<file path="config.mk">
export PLATFORM = sky130hd
export DESIGN_NAME = sccb_init_seq
export DESIGN_NICKNAME = d
export VERILOG_FILES = /design/src/rtl/sccb_init_seq_pkg.sv /design/src/rtl/sccb_init_rom.sv /design/src/rtl/sccb_init_seq.sv
export SDC_FILE = /design/constraint.sdc
export NUM_CORES = 1
export LEC_CHECK = 0
export CAP_MARGIN = 15
export CORE_MARGIN = 2
export CORE_UTILIZATION = 30
export CTS_CLUSTER_DIAMETER = 150
export DETAILED_ROUTE_END_ITERATION = 7
export SYNTH_ARGS = -nofsm -noshare
export SYNTH_HDL_FRONTEND = slang
export SYNTH_SLANG_ARGS = --single-unit
</file>
<file path="constraint.sdc">
create_clock -name PCLK -period 3 [get_ports PCLK]
set_input_delay 0.3 -clock PCLK [delete_from_list [all_inputs] [get_ports PCLK]]
set_output_delay 0.3 -clock PCLK [all_outputs]
set_load 0.005 [all_outputs]
</file>
<file path="src/rtl/sccb_init_seq_pkg.sv">
// Shared definitions for the SCCB init-table sequencer.
//   - APB register map of the SCCB master (command and status addresses)
//   - control-entry opcodes (entries whose device id is 0x00)
//   - table entry layout and sequencer state encoding
//   - helper to turn a delay count into PCLK cycles
package sccb_init_seq_pkg;

  localparam int ENTRY_W     = 24;
  localparam int MAX_ENTRIES = 256;

  localparam logic [7:0] CMD_ADDR  = 8'h00;
  localparam logic [7:0] STAT_ADDR = 8'h04;

  // An entry with this device id is a control entry, not a register write.
  localparam logic [7:0] ID_CTRL   = 8'h00;
  localparam logic [7:0] OP_END    = 8'h00;
  localparam logic [7:0] OP_DELAY  = 8'h01;

  typedef struct packed {
    logic [7:0] id;
    logic [7:0] rg;
    logic [7:0] data;
  } entry_t;

  typedef enum logic [3:0] {
    S_IDLE,
    S_FETCH,
    S_W_SETUP,
    S_W_ACCESS,
    S_GAP,
    S_R_SETUP,
    S_R_ACCESS,
    S_DELAY,
    S_FIN,
    S_FAIL
  } state_e;

  // 255 units at 50000 cycles stays below 2^32, so no wrap in practice.
  function automatic logic [31:0] delay_cycles(input logic [7:0]  units,
                                               input logic [31:0] unit_cycles);
    return 32'(units) * unit_cycles;
  endfunction

endpackage

</file>
<file path="src/rtl/sccb_init_rom.sv">
// Init table storage for the SCCB sequencer.
// Ports:
//   clk   - clock
//   idx   - entry index to read
//   entry - registered table entry, valid one cycle after idx is presented
// Table contents come from INIT_TABLE, entry i packed at bits [i*24 +: 24].
// Indices at or beyond N_ENTRIES read as zero (an END entry).
module sccb_init_rom
  import sccb_init_seq_pkg::*;
#(
  parameter int                                 N_ENTRIES  = 64,
  parameter logic [MAX_ENTRIES*ENTRY_W-1:0]     INIT_TABLE = '0
) (
  input  logic       clk,
  input  logic [7:0] idx,
  output entry_t     entry
);

  logic [12:0] base;
  entry_t      entry_d;
  entry_t      entry_q;

  always_comb begin
    base    = 13'(idx) * 13'd24;
    entry_d = '0;
    if (32'(idx) < N_ENTRIES) begin
      entry_d = INIT_TABLE[base +: ENTRY_W];
    end
  end

  // Pure data register: no reset, the sequencer never decodes it before a fetch.
  always_ff @(posedge clk) begin
    entry_q <= entry_d;
  end

  assign entry = entry_q;

endmodule

</file>
<file path="src/rtl/sccb_init_seq.sv">
// SCCB init-table sequencer: walks a table of {dev_id, reg, data} entries and
// issues each register write to an APB-attached SCCB master, polling its status
// register until the bus goes idle. Control entries (id 0x00) end the walk or
// insert a timed delay.
// Ports:
//   PCLK, PRESETN         - clock, asynchronous active-low reset
//   START                 - one-cycle pulse, starts a walk from entry 0 (ignored while BUSY)
//   BUSY / DONE / ERR     - walk running / finished cleanly / slave error or poll timeout
//   IDX                   - current or last table index
//   PSEL..PWDATA          - APB master request
//   PRDATA, PREADY, PSLVERR - APB slave response
module sccb_init_seq
  import sccb_init_seq_pkg::*;
#(
  parameter int                             N_ENTRIES   = 64,
  parameter int                             UNIT_CYCLES = 50000,
  parameter int                             POLL_GAP    = 16,
  parameter int                             POLL_LIMIT  = 4096,
  parameter logic [MAX_ENTRIES*ENTRY_W-1:0] INIT_TABLE  = '0
) (
  input  logic        PCLK,
  input  logic        PRESETN,
  input  logic        START,
  output logic        BUSY,
  output logic        DONE,
  output logic        ERR,
  output logic [7:0]  IDX,
  output logic        PSEL,
  output logic        PENABLE,
  output logic        PWRITE,
  output logic [7:0]  PADDR,
  output logic [23:0] PWDATA,
  input  logic [7:0]  PRDATA,
  input  logic        PREADY,
  input  logic        PSLVERR
);

  state_e      state_q, state_d;
  logic [7:0]  idx_q, idx_d;
  logic        busy_q, busy_d;
  logic        done_q, done_d;
  logic        err_q, err_d;
  logic        psel_q, psel_d;
  logic        penable_q, penable_d;
  logic        pwrite_q, pwrite_d;
  logic [7:0]  paddr_q, paddr_d;
  logic [23:0] pwdata_q, pwdata_d;
  logic [31:0] cnt_q, cnt_d;
  logic [31:0] poll_q, poll_d;

  logic        go_gap;
  logic        go_read;
  logic        go_next;
  entry_t      entry;
  logic        prdata_unused;

  assign prdata_unused = ^PRDATA[7:1];

  // The ROM is addressed with the next index so the entry is already
  // registered by the time the FSM sits in FETCH.
  sccb_init_rom #(
    .N_ENTRIES  (N_ENTRIES),
    .INIT_TABLE (INIT_TABLE)
  ) u_rom (
    .clk   (PCLK),
    .idx   (idx_d),
    .entry (entry)
  );

  always_ff @(posedge PCLK or negedge PRESETN) begin
    if (!PRESETN) begin
      state_q   <= S_IDLE;
      idx_q     <= '0;
      busy_q    <= 1'b0;
      done_q    <= 1'b0;
      err_q     <= 1'b0;
      psel_q    <= 1'b0;
      penable_q <= 1'b0;
      pwrite_q  <= 1'b0;
      paddr_q   <= '0;
      pwdata_q  <= '0;
      cnt_q     <= '0;
      poll_q    <= '0;
    end else begin
      state_q   <= state_d;
      idx_q     <= idx_d;
      busy_q    <= busy_d;
      done_q    <= done_d;
      err_q     <= err_d;
      psel_q    <= psel_d;
      penable_q <= penable_d;
      pwrite_q  <= pwrite_d;
      paddr_q   <= paddr_d;
      pwdata_q  <= pwdata_d;
      cnt_q     <= cnt_d;
      poll_q    <= poll_d;
    end
  end

  always_comb begin
    state_d   = state_q;
    idx_d     = idx_q;
    busy_d    = busy_q;
    done_d    = done_q;
    err_d     = err_q;
    psel_d    = psel_q;
    penable_d = penable_q;
    pwrite_d  = pwrite_q;
    paddr_d   = paddr_q;
    pwdata_d  = pwdata_q;
    cnt_d     = cnt_q;
    poll_d    = poll_q;
    go_gap    = 1'b0;
    go_read   = 1'b0;
    go_next   = 1'b0;

    unique case (state_q)
      S_IDLE: begin
        if (START) begin
          state_d = S_FETCH;
          idx_d   = '0;
          busy_d  = 1'b1;
          done_d  = 1'b0;
          err_d   = 1'b0;
          poll_d  = '0;
        end
      end
      S_FETCH: begin
        if (entry.id != ID_CTRL) begin
          state_d   = S_W_SETUP;
          psel_d    = 1'b1;
          penable_d = 1'b0;
          pwrite_d  = 1'b1;
          paddr_d   = CMD_ADDR;
          pwdata_d  = entry;
          poll_d    = '0;
        end else if (entry.rg == OP_END) begin
          state_d = S_FIN;
        end else if (entry.rg == OP_DELAY && entry.data != 8'h00) begin
          state_d = S_DELAY;
          cnt_d   = delay_cycles(entry.data, 32'(UNIT_CYCLES)) - 32'd1;
        end else begin
          // zero-length delay or unknown control opcode: nothing to do
          go_next = 1'b1;
        end
      end
      S_W_SETUP: begin
        penable_d = 1'b1;
        state_d   = S_W_ACCESS;
      end
      S_W_ACCESS: begin
        if (PREADY) begin
          psel_d    = 1'b0;
          penable_d = 1'b0;
          pwrite_d  = 1'b0;
          if (PSLVERR) state_d = S_FAIL;
          else         go_gap  = 1'b1;
        end
      end
      S_GAP: begin
        if (cnt_q == '0) go_read = 1'b1;
        else             cnt_d   = cnt_q - 32'd1;
      end
      S_R_SETUP: begin
        penable_d = 1'b1;
        state_d   = S_R_ACCESS;
      end
      S_R_ACCESS: begin
        if (PREADY) begin
          psel_d    = 1'b0;
          penable_d = 1'b0;
          if (PSLVERR)                   state_d = S_FAIL;
          else if (!PRDATA[0])           go_next = 1'b1;
          else if (poll_q >= POLL_LIMIT) state_d = S_FAIL;
          else                           go_gap  = 1'b1;
        end
      end
      S_DELAY: begin
        if (cnt_q == '0) go_next = 1'b1;
        else             cnt_d   = cnt_q - 32'd1;
      end
      S_FIN: begin
        done_d  = 1'b1;
        busy_d  = 1'b0;
        state_d = S_IDLE;
      end
      S_FAIL: begin
        err_d   = 1'b1;
        busy_d  = 1'b0;
        state_d = S_IDLE;
      end
      default: state_d = S_IDLE;
    endcase

    // A zero-length gap goes straight to the next status read.
    if (go_gap) begin
      if (POLL_GAP == 0) begin
        go_read = 1'b1;
      end else begin
        state_d = S_GAP;
        cnt_d   = 32'(POLL_GAP - 1);
      end
    end

    if (go_read) begin
      state_d   = S_R_SETUP;
      psel_d    = 1'b1;
      penable_d = 1'b0;
      pwrite_d  = 1'b0;
      paddr_d   = STAT_ADDR;
      poll_d    = poll_q + 32'd1;
    end

    // IDX stays on the last entry when the table runs out without an END.
    if (go_next) begin
      if (32'(idx_q) >= N_ENTRIES - 1) begin
        state_d = S_FIN;
      end else begin
        idx_d   = idx_q + 8'd1;
        state_d = S_FETCH;
      end
    end
  end

  assign BUSY    = busy_q;
  assign DONE    = done_q;
  assign ERR     = err_q;
  assign IDX     = idx_q;
  assign PSEL    = psel_q;
  assign PENABLE = penable_q;
  assign PWRITE  = pwrite_q;
  assign PADDR   = paddr_q;
  assign PWDATA  = pwdata_q;

endmodule

</file>
=== After elaboration in Yosys (flattened, before gate mapping) ===
Index checks and enable logic that the tools add are counted.

* Flip-flop bits (word level): 138
* Output and inout port bits: 46
* Memory bits (read-only): 0
* RAM bits: 0
* Word-level logic and storage cells: 145
* Bits in latches: 0
* Bits of input ports: 13
* Memories kept: 0

* Divide/modulo/power cells: 0
* Multiply operators: 2
* Muxes and demuxes: 62
* Order comparisons: 3
* Add/subtract/negate cells: 4
* Shifts and indexed selects: 1
* Eq/ne operators: 27
* Reductions and logical operators: 31
* Bitwise operators: 0

{| class="wikitable"
|+ Operators by type and width
! kind !! number
|-
| 6144-bit by 14-bit variable part select with 24-bit output, first input constant || 1
|-
| 32-bit two-way mux || 8
|-
| 32-bit case mux with 2 select lines || 2
|-
| 4-bit two-way mux || 14
|-
| 8-bit two-way mux || 7
|-
| 32-bit by 1-bit adder with 32-bit output, second input constant || 1
|-
| 32-bit by 13-bit >= comparator with 1-bit output, second input constant || 1
|-
| 32-bit logical NOT || 1
|-
| 32-bit by 1-bit subtractor with 32-bit output, second input constant || 1
|-
| 4-bit case mux with 7 select lines || 1
|-
| 24-bit by 1-bit subtractor with 25-bit output, second input constant || 1
|-
| 1-bit two-way mux || 22
|-
| 3-bit inequality test, second input constant || 7
|-
| 8-bit by 12-bit multiplier with 20-bit output, second input constant || 1
|-
| 5-bit inequality test, second input constant || 4
|-
| 4-bit by 3-bit == test with 1-bit output, second input constant || 4
|-
| 8-bit nonzero test || 2
|-
| 6-bit inequality test, second input constant || 2
|-
| 1-bit case mux with 2 select lines || 6
|-
| 3-bit AND reduction || 4
|-
| 3-bit nonzero test || 4
|-
| 8-bit by 2-bit multiplier with 10-bit output, second input constant || 1
|-
| 2-bit AND reduction || 5
|-
| 2-bit nonzero test || 5
|-
| other kinds (19) || 25
|}

=== Longest topological paths before layout ===
* Depth after elaboration: 9
* Depth in mapped cells: 10
* Mapped depth without buffers: 8

=== Modules after synthesis ===
From an unflattened synthesis, not the netlist that was laid out.

* Cells, all modules: 895
* Area total of the unflattened synthesis: 7,920.1 um^2

{| class="wikitable"
|+ By module, submodules not included
! module !! area an instance (um^2) !! instances !! sequential area each (um^2) !! cells an instance
|-
| sccb_init_seq || 7,736.2 || 1 || 2,677.6 || 870
|-
| sccb_init_rom || 183.9 || 1 || 0.0 || 25
|}

=== Worst setup path after synthesis ===
OpenSTA, ideal clock, no wires.

* Path kind: register -> register
* Start: register cnt_q[0]
* End: register idx_q[5] (netlist: IDX[5])
* Slack: 548 ps
* Stages on the path, launching flop included: 9
* Setup time: 79 ps
* Buffers on the path: 0
* Arrival time: 2,373 ps
* Cells stage by stage: dfrtp_1 inv_1 ha_1 nor3b_2 nand3_4 o41ai_4 or3b_1 nor2_1 mux2i_1

* Longest elaborated chain between the ends: 4

{| class="wikitable"
|+ Ends and longest elaborated chain
! item !! RTL line !! RTL
|-
| from (decl) || sccb_init_seq.sv:48 || <nowiki>logic [31:0] cnt_q, cnt_d;</nowiki>
|-
| from (signal assigned) || sccb_init_seq.sv:95 || <nowiki>cnt_q <= cnt_d;</nowiki>
|-
| 32-bit logical NOT || sccb_init_seq.sv:179 || <nowiki>if (cnt_q == '0) go_next = 1'b1;</nowiki>
|-
| 1-bit two-way mux || sccb_init_seq.sv:179 ||
|-
| 1-bit case mux with 3 select lines || sccb_init_seq.sv:117 || <nowiki>unique case (state_q)</nowiki>
|-
| 8-bit two-way mux || sccb_init_seq.sv:215 || <nowiki>if (go_next) begin</nowiki>
|-
| via idx_d[5] || sccb_init_seq.sv:39 || <nowiki>logic [7:0] idx_q, idx_d;</nowiki>
|-
| to (signal assigned) || sccb_init_seq.sv:86 || <nowiki>idx_q <= idx_d;</nowiki>
|-
| to (decl) || sccb_init_seq.sv:39 ||
|}

The timed path passes the listed nets, and every way through them passes these cells.
A chain may end at the register's enable or synchronous reset.

=== Final worst setup path ===
* Start: register state_q[2]
* End: register cnt_q[26]

* Longest elaborated chain between the ends: 4
* Elaborated cells between the ends (all ways): 15
* Those cells by class: eq/ne (9); mux (3); reduce/logical (3)

{| class="wikitable"
|+ Ends and longest elaborated chain
! item !! RTL line !! RTL
|-
| from (decl) || sccb_init_seq.sv:38 || <nowiki>state_e state_q, state_d;</nowiki>
|-
| from (signal assigned) || sccb_init_seq.sv:85 || <nowiki>state_q <= state_d;</nowiki>
|-
| 4-bit by 3-bit == test with 1-bit output or 4-bit by 2-bit == test with 1-bit output (tied branches) || sccb_init_seq.sv:117 ||
|-
| 1-bit case mux with 2 select lines or 2-bit OR reduction (tied branches) || n/a ||
|-
| 3-bit inequality test (no source line), or another cell as far along || n/a ||
|-
| 5-bit AND reduction (no source line) or 32-bit two-way mux (tied branches) || n/a ||
|}

Parallel ways exist; a longest one is shown, timed or not.

==> flow_summary.json <==
{
  "firstDrtPassIters": 4,
  "vias": 3844,
  "cts_tree": "yes",
  "worstReg2RegStart": "state_q[2]",
  "synth_area_leader_cell": "dfrtp_1",
  "grt_start_max_net_pins": 84,
  "ys_types": 63,
  "p_comb_share_pct": 10.8,
  "area_growth_pct": 15.57,
  "ys_seq_elements": 83,
  "slew_headroom_pct": 57.33,
  "portBuffers": 20,
  "track_usage_pct": 13.53,
  "power_frac_seq_pct": 44.2,
  "tns_ns": 0,
  "max-vdd-ir-drop_uv": 452.6,
  "min_period_ns": 2.614,
  "cts_setup_buffers": 0,
  "placed_area_sq_um": 5132,
  "coreArea_sq_um": 15710,
  "detail-route-antenna-nets": 0,
  "seq_area_frac_synth_pct": 43.59,
  "pin_count": 59,
  "end_kind": "flip-flop",
  "cts_buffers": 9,
  "place_ws_ns": 0.2145,
  "clock_skew_ns": 0.01134,
  "vias_per_cell": 5.018,
  "nNetsFinal": 562,
  "wirelength_mm": 10.77,
  "ys_async_sr_fraction_pct": 100.0,
  "grt_pass1_vias": 3762,
  "rr_worst_depth": 7,
  "clk_path_buf_depth": 2,
  "final_cells": 766,
  "avgSynthCellArea_sq_um": 9.128,
  "synth_top_area_share_pct": 43.59,
  "place_inst": 748,
  "p_leak_nw": 2.250,
  "ys.warnings.count": 0,
  "cap_violations": 0,
  "cp-start-kind": "flip-flop",
  "gp_congestion": 0.8302,
  "holdWs_ns": 0.3521,
  "ys_top_cells_by_count": "dfrtp_1 (83), o21ai_0 (53), nand2_1 (49), nor2_1 (45), nand3_1 (34)",
  "swShare_pct": 25.35,
  "htree_levels": 3,
  "setup_violations": 0,
  "power_density_nw_per_um2": 494.4,
  "rrSetupSlack_ns": 0.39,
  "synth-main-ff-cell": "dfrtp_1",
  "tightest_slew_ns": 0.6341,
  "rr_endpoint": "cnt_q[26]",
  "insertion_delay_ns": 0.34,
  "die_w_um": 130.0,
  "status": "complete, no violations",
  "grt_setup_unrepaired": "false",
  "drive_gt1_share_pct": 9.636,
  "drcViolationCount": 0,
  "rows": 46,
  "path_max_fanout": 15,
  "arrival_ns": 2.82,
  "synth_edf_count": 0,
  "initial_utilization_pct": 30.32,
  "fin_crit_sh_pct": 87.13,
  "power.clock.fraction_pct": 45.0,
  "die_area_sq_um": 16910,
  "grt_pass1_wl_mm": 18.44,
  "yosysMostFrequentCell": "dfrtp_1",
  "maxSlewViolCount": 0,
  "grt_overflow": 0,
  "syn-instance-count": 522,
  "synthTopCellsByArea": "dfrtp_1 (44%), o21ai_0 (5.6%), buf_4 (4.9%)",
  "routedWlPerCell_um": 14.06,
  "setup_slack_ns": 0.3862,
  "crit_type": "reg2reg",
  "fmax_mhz": 382.6,
  "cell_internal_pwr_mw": 2.032,
  "finalPower_mw": 2.722,
  "hold_viol_final": 0,
  "cts.sinks": 83,
  "required_ns": 3.21,
  "syn_area_sq_um": 4765,
  "fin_area_sq_um": 5507,
  "hpwlAfterDp_mm": 7.415,
  "dieHeight_um": 130.0,
  "fin_util_pct": 35.05,
  "p_switching_uw": 690.0,
  "crit_path_start": "state_q[2]",
  "drt_iter0_drc": 217,
  "cts-root-buf": "clkbuf_16",
  "clk_pin_slew_ns": 0.07,
  "antenna_found_initial": 0,
  "antenna_cells": 0,
  "min_path_type": "in2async"
}
power by group through the flow:
stage | sequential [mW] | clock, mW | combinational (mW)
after floorplan | 1.19 | 0 | 0.224
after global placement | 1.22 | 0 | 0.280
after detailed placement | 1.22 | 0 | 0.288
after CTS | 1.20 | 1.26 | 0.289
after global routing | 1.21 | 1.30 | 0.336
final | 1.20 | 1.23 | 0.294
repair_timing:
item | CTS | global route
hold buffers | 0 | 1
endpoints found under the setup margin | 0 | 9
gates resized for setup | 0 | 1
hold endpoints to repair | 0 | 11
critical path, stage by stage (launching register included):
cell      delay, ns
dfrtp_1        0.59
nor2b_1        0.41
a21boi_1       0.49
o31a_1         0.38
buf_4          0.27
nand3_1        0.11
xor2_1         0.16
nor2_1         0.05
metal layers:
metal  up-vias  track usage (%)  part of all wire [%]
li1       1884                -                     -
met1      1874            18.43                    48
met2        70            21.59                    46
met3        16            2.050                   3.6
met4         0            5.566                   2.2
met5         -                0                     0
registers in the layout, indices dropped and copies added, names as in the netlist:
register  flops
state_q       4
PWRITE        1
BUSY          1
DONE          1
IDX           8
PSEL          1
cnt_q        32
PADDR         1
PENABLE       1
poll_q       32
ERR           1
kinds of logic after synthesis:
logic type               count (synthesis)  share of synthesized area [%]
adder cells (fa/ha/maj)                  4                          1.050
flip-flops                              83                          43.59
XOR/XNOR                                 6                          1.103
AND/OR/NAND/NOR                        219                          25.95
multiplexers                            12                          2.521
buffers and inverters                   67                          7.878
AO/OA/AOI/OAI                          130                          17.83
other                                    1                        0.07871
cell type report:
class | count | area [sq um]
flip-flops and latches | 83 | 2077
multi-input cells | 402 | 2432
clock inverters | 4 | 72.57
inverters | 14 | 52.55
fillers | 1606 | 10210
repair buffers | 35 | 345.3
well taps | 216 | 270.3
clock buffers | 12 | 256.5
placed cells by master, fill, tap and decap left out, drive strengths merged, types with 2 or more instances in the layout:
cell type and instances:
dfrtp 83, o21ai 56, nand2 49, nor2 45
nand3 36, conb 31, o31ai 21, clkdlybuf4s50 19
a21oi 16, nor4 16, buf 15, inv 14
nor3 14, o211ai 13, mux2i 12, clkbuf 12
nand2b 8, nand4 7, and3 7, and2 6
or4 6, xor2 5, or3 4, or2 4
ha 4, nor3b 4, nand3b 4, nor2b 3
o31a 3, a31oi 3, o22a 2, and4 2
bufinv 2, nand4b 2, o41ai 2, a21boi 2
a2111oi 2
worst max-delay path by stage:
stage and endpoint:
6_report cnt_q[26], 5_1_grt cnt_q[26], 4_1_cts cnt_q[22], 3_5_place_dp cnt_q[13], 3_3_place_gp cnt_q[12], 2_1_floorplan IDX[5]
(Power assumes the default switching activity.)
